===== config.mk =====
export PLATFORM = sky130hd
export DESIGN_NAME = mem_port_arbiter
export DESIGN_NICKNAME = d
export VERILOG_FILES = /design/src/rtl/mem_port_arbiter.sv
export SDC_FILE = /design/constraint.sdc
export NUM_CORES = 1
export LEC_CHECK = 0
export ABC_AREA = 1
export BUFFER_PORTS_ARGS = -buffer_cell sky130_fd_sc_hd__buf_2
export CELL_PAD_IN_SITES_DETAIL_PLACEMENT = 0
export CELL_PAD_IN_SITES_GLOBAL_PLACEMENT = 1
export CORE_MARGIN = 5
export CORE_UTILIZATION = 30
export CTS_CLUSTER_DIAMETER = 80
export DETAILED_ROUTE_END_ITERATION = 7
export PLACE_DENSITY_LB_ADDON = 0.1
export SYNTH_ARGS = -nofsm -noshare
export SYNTH_HDL_FRONTEND = slang
export SYNTH_SLANG_ARGS = --single-unit

===== constraint.sdc =====
create_clock -name clk -period 1.44 [get_ports clk]
set_input_delay 0.072 -clock clk [delete_from_list [all_inputs] [get_ports clk]]
set_output_delay 0.072 -clock clk [all_outputs]
set_load 0.02 [all_outputs]

===== src/rtl/mem_port_arbiter.sv =====
// Round-robin arbiter sharing one single-port memory between the fetch (I) and
// load/store (D) ports; one transaction at a time, with an optional stall timeout.
module mem_port_arbiter #(
  parameter int unsigned ADDR_W   = 64,
  parameter int unsigned DATA_W   = 64,
  parameter int unsigned MAX_WAIT = 16
) (
  input  logic              clk,
  input  logic              rst_n,
  input  logic              i_req,
  input  logic [ADDR_W-1:0] i_addr,
  output logic              i_gnt,
  output logic              i_valid,
  output logic [DATA_W-1:0] i_rdata,
  output logic              i_err,
  input  logic              d_req,
  input  logic              d_we,
  input  logic [ADDR_W-1:0] d_addr,
  input  logic [DATA_W-1:0] d_wdata,
  output logic              d_gnt,
  output logic              d_valid,
  output logic [DATA_W-1:0] d_rdata,
  output logic              d_err,
  output logic              mem_en,
  output logic              mem_we,
  output logic [ADDR_W-1:0] mem_addr,
  output logic [DATA_W-1:0] mem_wdata,
  input  logic [DATA_W-1:0] mem_rdata,
  input  logic              mem_ready
);

  localparam int unsigned CNT_W = (MAX_WAIT > 1) ? $clog2(MAX_WAIT) : 1;

  typedef enum logic [1:0] {IDLE, BUSY_I, BUSY_D} state_t;

  state_t             state;
  logic               last_d;
  logic [CNT_W-1:0]   wait_cnt;
  logic               pick_i;
  logic               pick_d;
  logic               timeout_hit;

  // On a tie the port that was not served last wins.
  always_comb begin
    pick_i      = i_req && (!d_req || last_d);
    pick_d      = d_req && !pick_i;
    timeout_hit = (MAX_WAIT != 0) && (wait_cnt == CNT_W'(MAX_WAIT - 1)) && !mem_ready;
  end

  always_ff @(posedge clk or negedge rst_n) begin
    if (!rst_n) begin
      state     <= IDLE;
      last_d    <= 1'b1;
      wait_cnt  <= '0;
      i_gnt     <= 1'b0;
      i_valid   <= 1'b0;
      i_rdata   <= '0;
      i_err     <= 1'b0;
      d_gnt     <= 1'b0;
      d_valid   <= 1'b0;
      d_rdata   <= '0;
      d_err     <= 1'b0;
      mem_en    <= 1'b0;
      mem_we    <= 1'b0;
      mem_addr  <= '0;
      mem_wdata <= '0;
    end else begin
      i_gnt   <= 1'b0;
      d_gnt   <= 1'b0;
      i_valid <= 1'b0;
      d_valid <= 1'b0;
      i_err   <= 1'b0;
      d_err   <= 1'b0;
      case (state)
        IDLE: begin
          if (pick_i) begin
            state     <= BUSY_I;
            mem_en    <= 1'b1;
            mem_we    <= 1'b0;
            mem_addr  <= i_addr;
            mem_wdata <= '0;
            i_gnt     <= 1'b1;
            last_d    <= 1'b0;
            wait_cnt  <= '0;
          end else if (pick_d) begin
            state     <= BUSY_D;
            mem_en    <= 1'b1;
            mem_we    <= d_we;
            mem_addr  <= d_addr;
            mem_wdata <= d_wdata;
            d_gnt     <= 1'b1;
            last_d    <= 1'b1;
            wait_cnt  <= '0;
          end
        end
        BUSY_I, BUSY_D: begin
          // Completion takes priority over a timeout expiring in the same cycle.
          if (mem_ready || timeout_hit) begin
            state  <= IDLE;
            mem_en <= 1'b0;
            mem_we <= 1'b0;
            if (state == BUSY_I) begin
              i_valid <= 1'b1;
              i_err   <= !mem_ready;
              i_rdata <= mem_ready ? mem_rdata : '0;
            end else begin
              d_valid <= 1'b1;
              d_err   <= !mem_ready;
              if (!mem_ready)
                d_rdata <= '0;
              else if (!mem_we)
                d_rdata <= mem_rdata;
            end
          end else begin
            wait_cnt <= wait_cnt + CNT_W'(1);
          end
        end
        default: state <= IDLE;
      endcase
    end
  end

endmodule

==> reports/qor.yml, run 1 <==
status: "finished, violations left"
violations: "setup timing"
placement.io_buffers: 525
syn_inst: 1186
ys_warn_count: 0
cp.arrival_ps: 1890
htreeDepth: 2
p_leak_nw: 10.2
endpoint_kind: "register"
root_buffer: "clkbuf_16"
placed_cell_area_sq_um: 14800
tritoncts: "yes"
syn_area_sq_um: 11200
final_area_sq_um: 20200
die-height_um: 203
drtIter0Drc: 475
r2r-end: "d_rdata[8]"
slew_violations: 0
rsz0062_at_grt: "true"
power_density_nw_per_um2: 2110
syn_area_per_cell_sq_um: 9.46
relSlewSlack_pct: 76.7
timing.critical_path.mode_cell: "nand3_4"
dp_cells: 2180
viasPerCell: 4.58
die_area_sq_um: 41400
clk_latency_ps: 500
ir_worst_vdd_mv: 1.08
worst_slack_ps: -60.5
fmax_mhz: 666
grt.overflow.total: 0
skew_ps: 9.79
fin_cells: 2541
wl_per_cell_um: 18.7
areaGrowthSynthToFinish_pct: 80.0
cts_buffer_depth: 3
ys_seq_elements: 271
routed_wl_um: 47500
reg2reg_from: "wait_cnt[1]"
holdPathStages: 4
via_count: 11600
drv_cap: 0
critPathLaunchType: "register"
crit_type: "register to register"
layout.nets: 2315
final_util_pct: 54.9
ff2ff_setup_slack_ps: -60
hp-class: "primary input to register"
grt_max_degree: 66
num_io_pins: 526
ys_types: 24
initial_utilization_pct: 30.5
hold_viol: 0
final_layout_size_suffix_gt1_share_pct: 46.5
slowest_stage: "dfrtp_1"
grt_pass1_vias: 12400
whs_endpoint: "mem_we"
synth.top_cell.area_share_pct: 60.2
antenna_found_initial: 2
period_needed_ps: 1500
die_w_um: 203
grt_pass1_wl_um: 71800
worst_pin_slew_ps: 349
rows: 70
path_max_fanout: 6
critPathMaxStageDelay_ps: 360
design.core.area_sq_um: 36800
path_cells: "ha_2, nand3_4, nand2_4, nand3_4, buf_12, clkbuf_16, nand2_2, o21ai_2"
numCtsBuffers: 34
fin_crit_sh_pct: 104
ant_nets: 0
critPathRequiredTime_ps: 1830
synth_nets: 1451
drc: 0
synth_area_leaders: "dfrtp_1 (60%), nand2_1 (16%), o21ai_2 (6.9%)"
yosysTopAreaCell: "dfrtp_1"
dp.final_hpwl_um: 32100
routabilityCongestion: 0.821
synth-seq-area-share_pct: 60.5
grt_util_all_layers_pct: 21.8
hold_start: "i_req"
setup_viol: 132
cts_sinks: 271
rr_worst_depth: 8
clk_pin_slew_ps: 60
first_pass_iters: 5
## report_power, final
group / internal (W) / total (W) / switching [W]
registers: 0.0109 / 0.0131 / 0.00220
logic: 0.00847 / 0.0210 / 0.0125
clock network: 0.00519 / 0.00845 / 0.00326
total: 0.0246 / 0.0425 / 0.0179
## worst max-delay path: cells and delay by family (launching register included)
family | cells | cell delay, ps
AOI/OAI and AO/OA | 1 | 40
adders and majority gates | 1 | 210
buffers and inverters | 2 | 360
DFF | 1 | 360
and+or+nand+nor | 4 | 420
## through the flow
stage          power (W)  TNS, ps  hold WS [ps]  worst slack, ps
2_1_floorplan     0.0227        0          -224             20.1
3_3_place_gp      0.0297   -11020         -12.9             -180
3_5_place_dp      0.0299   -15360         -12.1             -186
4_1_cts           0.0410    -4860          7.69            -84.1
5_1_grt           0.0450   -15880          33.8             -106
6_report          0.0425    -2670          1.84            -60.5
## logic make-up after synthesis
kind of cell	after synthesis	share of synthesized area, %
buffers and inverters	90	5.43
and+or+nand+nor	558	19.0
DFF	271	60.5
adders and majority gates	3	0.335
xor gates and xnor gates	1	0.0781
AOI/OAI and AO/OA	263	14.7
## layout by cell type (no fill, tap or decap), drive strengths merged, types with 2 or more instances in the layout
cell and count:
buf 637, nand2 476, dfrtp 270, dlygate4sd3 259, o21ai 132, a21oi 130
nor2 69, clkbuf 62, inv 14, nand3 9, ha 3, diode 2
nand4 2
## synth_stat cells
cell type,instances
nand2_1,475
dfrtp_1,270
a21oi_1,130
o21ai_2,88
nor2_1,69
o21ai_1,38
buf_2,34
buf_6,25
buf_4,11
inv_1,10
clkbuf_1,7
nand3_1,6
o21ai_0,6
ha_1,3
inv_2,3
nand3_2,2
nand4_1,2
a21boi_0,1
dfstp_2,1
nand2_2,1
nand3b_1,1
nor3_1,1
or2_2,1
xnor2_1,1
## registers in the layout, indices dropped and copies added (netlist names), 2 cells and up
register   count
d_rdata       64
wait_cnt       4
state          2
mem_wdata     64
mem_addr      64
i_rdata       64
## how the worst max path moves through the flow
stage                            from     endpoint  cells after the start
after floorplan              state[0]  i_rdata[56]                      7
after global placement       state[0]  wait_cnt[2]                      7
after detailed placement     state[0]  wait_cnt[1]                      7
after CTS                    state[1]  i_rdata[33]                      7
after global routing      wait_cnt[1]  i_rdata[15]                      8
final                     wait_cnt[1]   d_rdata[8]                      8
## timing repair
item,4_1_cts,5_1_grt
setup endpoints to repair,241,266
hold buffers,259,0
setup buffers,15,6
hold endpoints to repair,528,0
resized for setup,122,146
pin swaps,4,10
gates cloned,13,10
## per-layer routing
layer | wire [um] | vias up | part of all wire, % | GRT usage (%)
met4 | 1910 | 0 | 4.0 | 8.19
met1 | 19200 | 5543 | 40 | 27.3
li1 | - | 5578 | - | -
met5 | 0 | - | 0 | 0
met2 | 23300 | 427 | 49 | 36.8
met3 | 3080 | 101 | 6.5 | 5.01
## area by class of cell
| type | count | area (sq um) |
|---|---|---|
| Fill cell | 3377 | 16600 |
| Multi-Input combinational cell | 826 | 4670 |
| Timing Repair Buffer | 904 | 6970 |
| Sequential cell | 271 | 6780 |
| Clock buffer | 54 | 1100 |
| Clock inverter | 3 | 21.3 |
| Inverter | 13 | 63.8 |
| Tap cell | 468 | 586 |
| Antenna cell | 2 | 5.00 |
No activity file was read; power rests on OpenSTA's default activity.
==> run 2, diff against run 1 <==
--- a/config.mk
+++ b/config.mk
@@ -6,14 +6,15 @@
 export NUM_CORES = 1
 export LEC_CHECK = 0
 export ABC_AREA = 1
-export BUFFER_PORTS_ARGS = -buffer_cell sky130_fd_sc_hd__buf_2
 export CELL_PAD_IN_SITES_DETAIL_PLACEMENT = 0
 export CELL_PAD_IN_SITES_GLOBAL_PLACEMENT = 1
-export CORE_MARGIN = 5
-export CORE_UTILIZATION = 30
+export CORE_AREA = 5 5 204 206
 export CTS_CLUSTER_DIAMETER = 80
 export DETAILED_ROUTE_END_ITERATION = 7
+export DIE_AREA = 0 0 209 211
+export DONT_BUFFER_PORTS = 1
 export PLACE_DENSITY_LB_ADDON = 0.1
+export SKIP_CTS_REPAIR_TIMING = 1
 export SYNTH_ARGS = -nofsm -noshare
 export SYNTH_HDL_FRONTEND = slang
 export SYNTH_SLANG_ARGS = --single-unit
==> run 2 against run 1 <==
Highest routed layer is now met5. Register-to-register slack worse by 30 ps. Critical endpoint is now mem_addr[10]. The flow finishes with violations (hold timing, setup timing). Critical path depth is the same. Worst setup slack worse by 28 ps. Global-route usage decreased by 5.1 points. Core utilization fell by 7.9 points. Fmax is 1.8% lower.
==> reports/qor.yml, run 2 (synthesized netlist as in run 1, its figures left out) <==
status: "finished, violations left"
violations: "hold timing, setup timing"
rsz0062_at_grt: "true"
clk_pin_slew_ps: 60
setup_viol: 129
hold_viol: 272
seq_area_sq_um: 6780
clk_latency_ps: 520
grt_max_degree: 272
design.core.area_sq_um: 39500
num_io_pins: 526
rows: 73
grt.overflow.total: 0
worst_slack_ps: -88.8
grt_pass1_wl_um: 56700
drc: 0
dp.final_hpwl_um: 28100
endpoint_kind: "register"
p_leak_nw: 8.13
multi_input_area_sq_um: 4940
initial_utilization_pct: 28.4
placement.io_buffers: 0
reg2reg_from: "state[0]"
r2r-end: "mem_addr[10]"
fillers: 3691
cts_sinks: 271
final_area_sq_um: 18600
fmax_mhz: 654
power_density_nw_per_um2: 2190
die-height_um: 211
cp.arrival_ps: 1960
ir_worst_vdd_mv: 1.12
drv_cap: 0
die_w_um: 209
relSlewSlack_pct: 64.8
first_pass_iters: 5
path_max_fanout: 7
viasPerCell: 4.77
layout.nets: 1826
die_area_sq_um: 44100
root_buffer: "clkbuf_16"
skew_ps: 12.8
tritoncts: "yes"
placed_cell_area_sq_um: 12000
ff2ff_setup_slack_ps: -90
worst_pin_slew_ps: 526
ant_nets: 0
whs_ps: -739
cts_buffer_depth: 3
final_cell_mix: "nand2_1 (398), dlygate4sd3_1 (306), dfrtp_1 (269), o21ai_2 (88), a21oi_2 (77)"
htreeDepth: 2
hp-class: "primary input to asynchronous set/reset pin"
slew_violations: 0
layout_commonest_cell: "nand2_1"
fin_crit_sh_pct: 106
drtIter0Drc: 599
critPathLaunchType: "register"
routed_wl_um: 47900
via_count: 10100
final_layout_size_suffix_gt1_share_pct: 30.2
routabilityCongestion: 0.788
crit_type: "register to register"
antenna_found_initial: 2
grt_util_all_layers_pct: 16.7
period_needed_ps: 1530
areaGrowthSynthToFinish_pct: 65.5
rr_worst_depth: 8
critPathRequiredTime_ps: 1870
final_util_pct: 47.0
numCtsBuffers: 34
wl_per_cell_um: 22.7
grt_pass1_vias: 8347
==> run 2: cell count changes in the layout (fill, tap and decap cells not counted), moves of 8 or more <==
cell | previous run | this run
buf_12 | 27 | 17
nor2_4 | 20 | 30
nand2_1 | 437 | 398
buf_2 | 524 | 0
dlygate4sd3_1 | 259 | 306
buf_4 | 53 | 26
nand2_2 | 22 | 46
clkbuf_8 | 15 | 7
a21oi_1 | 54 | 44
clkbuf_16 | 43 | 69
nand2_4 | 16 | 31
nor2_2 | 19 | 11
a21oi_2 | 69 | 77
==> run 2: worst max-delay path by stage <==
stage | from | end | slack [ps] | cells past startpoint
after global routing | state[0] | mem_addr[10] | -140 | 8
after floorplan | state[0] | i_rdata[56] | 20 | 7
after CTS | state[0] | wait_cnt[1] | -220 | 7
after global placement | state[0] | wait_cnt[3] | -190 | 7
after detailed placement | state[0] | wait_cnt[3] | -210 | 7
final | state[0] | mem_addr[10] | -90 | 8
==> run 2: power breakdown <==
part / internal (W) / switching [W]
clock: 0.00558 / 0.00332
combinational: 0.00655 / 0.00672
sequential: 0.0109 / 0.00758
total: 0.0230 / 0.0176
==> run 2: worst max-delay path: stages, from the launching register on <==
cell and delay, ps:
dfrtp_2 430, inv_2 70, ha_4 140, o21ai_4 90
inv_4 140, buf_12 170, clkbuf_16 170, nor2_1 50
a21oi_1 180
==> run 2: stage by stage <==
stage | hold slack (ps) | TNS [ps] | setup slack [ps] | std cells | total power [W]
floorplan | -224 | 0 | 20.1 | 1186 | 0.0227
global placement | -215 | -10100 | -190 | 1684 | 0.0261
detailed placement | -215 | -12440 | -215 | 1684 | 0.0262
CTS | -787 | -15840 | -225 | 1744 | 0.0353
global route | -782 | -15790 | -141 | 2110 | 0.0428
finish | -739 | -2870 | -88.8 | 2111 | 0.0406
==> run 2: final cells by class <==
cell class,instances,share of cell area [%]
antenna,1,0.0135
clock buffer,52,5.67
clock inverter,8,0.674
inverter,13,0.357
multi-input combinational,825,26.6
sequential,271,36.5
tap,525,3.54
timing repair buffer,416,26.6
==> run 2: per-layer routing <==
metal  track usage, %  routed length (um)  vias up
li1                 -                   -     4613
met1             19.6               19300     4964
met2             27.8               23400      410
met3             7.56                4030       84
met4             4.68                1110        2
met5                0                  13        -
==> run 3, diff against run 2 <==
--- a/config.mk
+++ b/config.mk
@@ -6,12 +6,12 @@
 export NUM_CORES = 1
 export LEC_CHECK = 0
 export ABC_AREA = 1
-export CELL_PAD_IN_SITES_DETAIL_PLACEMENT = 0
-export CELL_PAD_IN_SITES_GLOBAL_PLACEMENT = 1
-export CORE_AREA = 5 5 204 206
+export CELL_PAD_IN_SITES_DETAIL_PLACEMENT = 1
+export CELL_PAD_IN_SITES_GLOBAL_PLACEMENT = 2
+export CORE_AREA = 5 5 199 201
 export CTS_CLUSTER_DIAMETER = 80
 export DETAILED_ROUTE_END_ITERATION = 7
-export DIE_AREA = 0 0 209 211
+export DIE_AREA = 0 0 204 206
 export DONT_BUFFER_PORTS = 1
 export PLACE_DENSITY_LB_ADDON = 0.1
 export SKIP_CTS_REPAIR_TIMING = 1
==> run 3 against run 2 <==
The flow still finishes with violations (hold timing, setup timing). Worst setup slack got worse by 20 ps. Sequential share of layout area up 0.62 points. Final cell count fell by 1.9%. Combinational power grew 4%. Count of clock-buffer cells in the layout unchanged. Critical path type unchanged. Fmax decreased by 1.3%. Non-clock buffer count down 32. Highest routed layer is now met4. Sequential power barely moved. Total power increased by 2.5%. Routed wire length grew 4.3%.
==> reports/qor.yml, run 3 (synthesized netlist as in run 1, its figures left out) <==
startpoint: "state[0]"
p_leak_nw: 8.08
reg2reg_from: "state[0]"
root_buffer: "clkbuf_16"
grt.overflow.total: 0
drc: 0
violations: "hold timing, setup timing"
fillers: 3938
rr_worst_depth: 8
grt_max_degree: 272
endpoint: "d_rdata[38]"
cts_sinks: 271
grt_pass1_wl_um: 58800
final_layout_size_suffix_gt1_share_pct: 32.7
status: "finished, violations left"
clk_latency_ps: 530
die_w_um: 204
layout.nets: 1797
relSlewSlack_pct: 67.9
crit_type: "register to register"
ff2ff_setup_slack_ps: -110
routabilityCongestion: 0.764
final_cell_mix: "nand2_1 (361), dlygate4sd3_1 (276), dfrtp_1 (270), o21ai_2 (98), a21oi_1 (76)"
numCtsBuffers: 35
die-height_um: 206
dp_slack_ps: -206
grt_util_all_layers_pct: 18.2
hp-class: "primary input to asynchronous set/reset pin"
ant_nets: 0
critPathRequiredTime_ps: 1840
tritoncts: "yes"
worst_slack_ps: -109
hold_viol: 273
power_density_nw_per_um2: 2280
fmax_mhz: 646
layout_commonest_cell: "nand2_1"
drv_cap: 0
initial_utilization_pct: 30.0
via_count: 10000
design.core.area_sq_um: 37400
num_io_pins: 526
rows: 71
final_area_sq_um: 18300
wl_per_cell_um: 24.1
ir_worst_vdd_mv: 0.925
multi_input_area_sq_um: 5070
whs_ps: -757
cp.arrival_ps: 1950
routed_wl_um: 49900
areaGrowthSynthToFinish_pct: 62.7
viasPerCell: 4.85
clk_pin_slew_ps: 60
slew_violations: 0
cts_buffer_depth: 3
die_area_sq_um: 42000
endpoint_kind: "register"
setup_viol: 178
timing.setup.tns_ps: -7160
drtIter0Drc: 335
placed_cell_area_sq_um: 12100
critPathLaunchType: "register"
worst_pin_slew_ps: 481
first_pass_iters: 4
seq_area_sq_um: 6780
placement.io_buffers: 0
skew_ps: 24.2
antenna_found_initial: 2
htreeDepth: 2
fin_crit_sh_pct: 108
r2r-end: "d_rdata[38]"
dp.final_hpwl_um: 29700
period_needed_ps: 1550
path_max_fanout: 9
grt_pass1_vias: 8896
rsz0062_at_grt: "true"
## run 3: changes by cell type in the layout (fill, tap and decap cells not counted), sizes merged
cell / delta
dlygate4sd3: -30
nand3: +1
clkbuf: -8
buf: +6
diode: +1
clkinv: +4
## run 3: area by class of cell
type / instances / share of cell area, %
Antenna cell: 2 / 0.0274
Clock buffer: 52 / 5.76
Clock inverter: 11 / 0.830
Inverter: 13 / 0.432
Multi-Input combinational cell: 826 / 27.8
Sequential cell: 271 / 37.2
Tap cell: 511 / 3.50
Timing Repair Buffer: 384 / 24.4
Timing Repair inverter: 1 / 0.0617
## run 3: metrics by stage
stage	util, %	total power (W)	cells
floorplan	-	0.0227	1186
global placement	32.3	0.0264	1682
detailed placement	32.3	0.0266	1682
CTS	35.5	0.0359	1745
global route	48.8	0.0437	2071
finish	48.8	0.0416	2071
## run 3: worst min path at each step
| stage | start | end |
|---|---|---|
| after floorplan | rst_n | d_err |
| after global placement | rst_n | i_rdata[42] |
| after detailed placement | rst_n | i_rdata[42] |
| after CTS | rst_n | i_rdata[42] |
| after global routing | rst_n | i_rdata[42] |
| final | rst_n | i_rdata[42] |
## run 3: worst max-delay path, stage by stage, from the launching register on
cell       delay, ps
dfrtp_1          390
buf_4            150
ha_4             160
a21oi_4          130
nand3_4          110
buf_12           170
clkbuf_16        170
nand2_1           70
o21ai_1           70
## run 3: metal layers
layer | wire, um | vias up | GRT usage, %
met5 | 0 | - | 0
met4 | 1610 | 0 | 6.03
met3 | 4420 | 98 | 8.07
li1 | - | 4535 | -
met1 | 18600 | 5009 | 21.1
met2 | 25300 | 395 | 30.3
## run 3: report_power, final
part	internal, W	leakage (nW)	switching [W]
clock network	0.00561	0.591	0.00350
logic	0.00666	4.06	0.00713
registers	0.0108	3.42	0.00785
total	0.0231	8.08	0.0185
